`src/rtl/fifo_sync_rd_serializer.sv`:
```
`default_nettype none
// ============================================================================
//  Module   : fifo_sync_rd_serializer
//  Brief    : Pops wide FWFT FIFO words and emits them as LSB-first
//             valid/ready beats with a per-word last marker.
//  Revision : 1.0 - initial release
// ============================================================================
module fifo_sync_rd_serializer #(
   parameter int DATA_WIDTH = 512,
   parameter int OUT_WIDTH  = 64,
   parameter int CNT_WIDTH  = 16
) (
   input  logic                  clk,
   input  logic                  i_rst,
   input  logic                  i_fifo_empty,
   input  logic [DATA_WIDTH-1:0] i_fifo_data,
   output logic                  o_fifo_ren,
   output logic                  o_valid,
   output logic [OUT_WIDTH-1:0]  o_data,
   output logic                  o_last,
   input  logic                  i_ready,
   output logic [CNT_WIDTH-1:0]  o_words
);

   localparam int                    c_RATIO     = DATA_WIDTH / OUT_WIDTH;
   localparam int                    c_BEAT_W    = $clog2(c_RATIO);
   localparam logic [c_BEAT_W-1:0]   c_LAST_BEAT = c_BEAT_W'(c_RATIO - 1);

   typedef enum logic [0:0] {
      S_EMPTY  = 1'b0,
      S_STREAM = 1'b1
   } state_t;

   state_t                r_state;
   logic [DATA_WIDTH-1:0] r_hold;
   logic [c_BEAT_W-1:0]   r_beat;
   logic [CNT_WIDTH-1:0]  r_words;

   logic w_last;
   logic w_hs;
   logic w_ren;

   assign w_last = (r_state == S_STREAM) && (r_beat == c_LAST_BEAT);
   assign w_hs   = (r_state == S_STREAM) && i_ready;
   // Pop when idle, or on the last-beat handshake so the next word follows with no bubble.
   assign w_ren  = !i_rst && !i_fifo_empty && ((r_state == S_EMPTY) || (w_hs && w_last));

   assign o_fifo_ren = w_ren;
   assign o_valid    = (r_state == S_STREAM);
   assign o_data     = r_hold[OUT_WIDTH-1:0];
   assign o_last     = w_last;
   assign o_words    = r_words;

   always_ff @(posedge clk) begin
      if (i_rst) begin
         r_state <= S_EMPTY;
         r_hold  <= '0;
         r_beat  <= '0;
         r_words <= '0;
      end else begin
         if (w_ren) begin
            r_hold  <= i_fifo_data;
            r_beat  <= '0;
            r_state <= S_STREAM;
            r_words <= r_words + 1'b1;
         end else if (w_hs && !w_last) begin
            r_hold  <= r_hold >> OUT_WIDTH;
            r_beat  <= r_beat + 1'b1;
         end else if (w_hs) begin
            r_state <= S_EMPTY;
         end
      end
   end

endmodule
`default_nettype wire

```
`config.mk`:
```
export PLATFORM = sky130hd
export DESIGN_NAME = fifo_sync_rd_serializer
export DESIGN_NICKNAME = d
export VERILOG_FILES = /design/src/rtl/fifo_sync_rd_serializer.sv
export SDC_FILE = /design/constraint.sdc
export NUM_CORES = 1
export LEC_CHECK = 0
export BUFFER_PORTS_ARGS = -buffer_cell sky130_fd_sc_hd__buf_2
export CORE_AREA = 2 2 235 237
export DETAILED_ROUTE_END_ITERATION = 16
export DIE_AREA = 0 0 237 239
export REMOVE_ABC_BUFFERS = 1
export SYNTH_ARGS = -nofsm -noshare
export SYNTH_HDL_FRONTEND = slang
export SYNTH_SLANG_ARGS = --single-unit
```
`constraint.sdc`:
```
create_clock -name clk -period 2.5 [get_ports clk]
set_clock_uncertainty 0.1 [all_clocks]
set_input_delay 0.625 -clock clk [delete_from_list [all_inputs] [get_ports clk]]
set_output_delay 0.625 -clock clk [all_outputs]
set_load 0.005 [all_outputs]
```
==> run_results.csv <==
group,metric,value,unit
routing,first_pass_iters,6,
synth,synth_edf_count,0,
synth,synth_cell_type_count,35,
clock_network,clockRootBuffer,"clkbuf_16",
global_route,antenna_found_initial,48,
run,max_cap_viol_count,0,
worst_setup_path,worstPathRequired,1.77,ns
synth,yosys_warnings,0,
finish,fin_util,47.71,%
synth,synth_area,20670,um2
clock_network,hold_buffers,0,
worst_setup_path,worstSetupPathType,"reg -> out",
worst_setup_path,cp_num_buf_inv,1,
routing,drtIter0Drc,1386,
worst_setup_path,cpMostUsedCell,"ha_4",
synth,synth_most_common_cell,"dfxtp_1",
status,status,"complete, no violations",
finish,fin_nets,3340,
finish,fillers,5327,
placement,pre_cts_ws,0.1739,ns
die,core,54340,um2
sta,fmax,409.9,MHz
die,chipWidth,237,um
worst_setup_path,critPathMaxStageDelay,0.35,ns
finish,multi_input_area,8660,um2
synth,ys_ff_latch,532,
placement,dp_hpwl,45910,um
worst_setup_path,cp_top_family,"flip-flops",
routing,detail-route-antenna-nets,0,
synth,synth.area.top_cells,"dfxtp_1, a22oi_1, a21oi_1, nand2_1, buf_4",
worst_setup_path,slowest_stage,"dfxtp_4",
die,io-pin-count,599,
clock_network,clock_sinks,532,
power_and_ir_drop,leakagePower,10.09,nW
routing,drt_wl_total,66260,um
synth,async_flop_share,0,%
die,die_area,56640,um2
sta,min_period,2.440,ns
worst_setup_path,path_max_fanout,2,
power_and_ir_drop,peakVddDrop,0.5506,mV
synth,yosys-top-cells-count,"dfxtp_1, nand2_1, a21oi_1",
sta,fin_ws,0.06011,ns
global_route,grt_use_total,22.32,%
sta,slew_headroom,38.42,%
worst_setup_path,cp.arrival,1.71,ns
synth,yosysSeqAreaShare,51.53,%
sta,hold_viol_final,0,
routing,wl_per_cell,18.43,um
clock_network,cts_htree_levels,2,
placement,routabilityCongestion,0.8238,
finish,syn2layout_area_growth,25.43,%
routing,vias_per_cell,5.417,
clock_network,clk_path_buf_depth,3,
synth,yosysTopAreaCell,"dfxtp_1",
sta,worstMarginPinSlew,0.9237,ns
sta,finalSetupViolCount,0,
die,num_rows,86,
die,start_util,38.04,%
synth,syn_avg_cell_area,8.666,um2
die,die_h,239,um
synth,syn_inst,2385,
global_route,grt_max_degree,176,
global_route,grt_pass1_vias,18589,
global_route,grt_overflow,0,
clock_network,clk-insertion-delay-late,0.60,ns
worst_setup_path,end_kind,"output port",
finish,final-seq-area,10660,um2
finish,drive_gt1_share,26.60,%
routing,vias,19474,
min_path,hold_path.class,"in -> reg",
clock_network,numCtsBuffers,56,
synth,synth.top_cell.area_share,51.53,%
routing,drc,0,
clock_network,cts_tree,"done",
synth,synth_top_flop_cell,"dfxtp_1",
worst_setup_path,startpoint_type,"flip-flop",
sta,post-route-period-util,97.60,%
global_route,grt_pass1_wl,101800,um
clock_network,clkTransAtPathRegs,0.06,ns
power_and_ir_drop,power_density,758.0,nW/um2
sta,slew_violations,0,
placement,io_buffer_count,598,
worst_setup_path,crit_chain,"ha_4, ha_4, a21bo_4, nand2_4, nor2_4, buf_6",
==> where the power goes <==
part,switching (W),internal [W],leakage (nW)
clock network,0.00338,0.00473,0.877
registers,0.000278,0.00901,4.37
logic,0.00125,0.00100,4.84
==> worst paths after layout <==
path	start	end	slack, ns	cells past startpoint
worst max-delay path	r_beat[0]$_SDFFE_PP0P_	o_fifo_ren	0.06	6
worst min-delay path	i_fifo_data[472]	r_hold[472]$_SDFFE_PP0P_	0.14	2
worst max register to register	r_beat[0]$_SDFFE_PP0P_	r_hold[110]$_SDFFE_PP0P_	0.15	9
worst min register to register	r_hold[13]$_SDFFE_PP0P_	r_hold[13]$_SDFFE_PP0P_	0.35	2
==> placed cells by master, fill, tap and decap left out, types with 21 or more instances in the layout <==
master     count
clkbuf_16     57
diode_2       30
buf_4         39
a22o_1        38
buf_12        28
nand2_1      497
a22oi_1      430
nand3_1       21
buf_2        596
dfxtp_1      530
nor2_1        46
a21oi_1      445
a311oi_1      27
==> stage by stage <==
stage                TNS [ns]  cells  power [W]  hold slack (ns)  instance area, um2
CTS                         0   3563    0.01985          0.09766               25830
finish                      0   3595    0.01965           0.1441               25920
floorplan                   -   2098    0.01079           0.3300               19240
detailed placement          0   3462    0.01171           0.3435               23980
global placement            0   3462    0.01164           0.3406               23980
global route        -0.001408   3582    0.02048           0.1158               25890
==> area by class of cell <==
type	instances	share of cell area, %
clock inverter	13	0.4971
sequential	532	41.10
multi-input combinational	1563	33.40
clock buffer	85	6.371
timing repair buffer	665	14.90
inverter	3	0.04344
antenna	30	0.2896
tap	704	3.398
==> registers in the layout, summed over array words and instances (netlist names) <==
register and flops:
r_hold 512, o_words 16, r_beat 3, o_valid 1
==> kinds of logic after synthesis <==
| kind of cell | count (synthesis) | synth area share [%] |
|---|---|---|
| AOI/OAI and AO/OA | 953 | 29.55 |
| and+or+nand+nor | 596 | 11.31 |
| DFF | 532 | 51.53 |
| buffers and inverters | 290 | 6.944 |
| xor gates and xnor gates | 8 | 0.3390 |
| muxes | 3 | 0.1513 |
| adders and majority gates | 3 | 0.1816 |
==> timing repair <==
item | CTS | global route
endpoints found under the setup margin | 1 | 1
pin swaps | 1 | 1
buffers inserted | 3 | 2
gates resized for setup | 9 | 2
==> worst reg2reg max path, cell delays in order (launching register included) <==
cell and delay, ns:
dfxtp_4 0.35, ha_4 0.16, ha_4 0.15, buf_4 0.14, a21boi_2 0.36, nor2_4 0.13, buf_12 0.20, buf_12 0.27
a22oi_1 0.23, a21oi_1 0.09
==> routing by layer <==
| layer | global-route usage [%] | routed length [um] | vias to the layer above |
|---|---|---|---|
| met2 | 36.99 | 31610 | 620 |
| met3 | 7.309 | 5579 | 149 |
| met4 | 7.959 | 1667 | 42 |
| met1 | 27.12 | 27130 | 9247 |
| met5 | 0 | 273 | - |
| li1 | - | - | 9416 |
(Power assumes the default switching activity.)
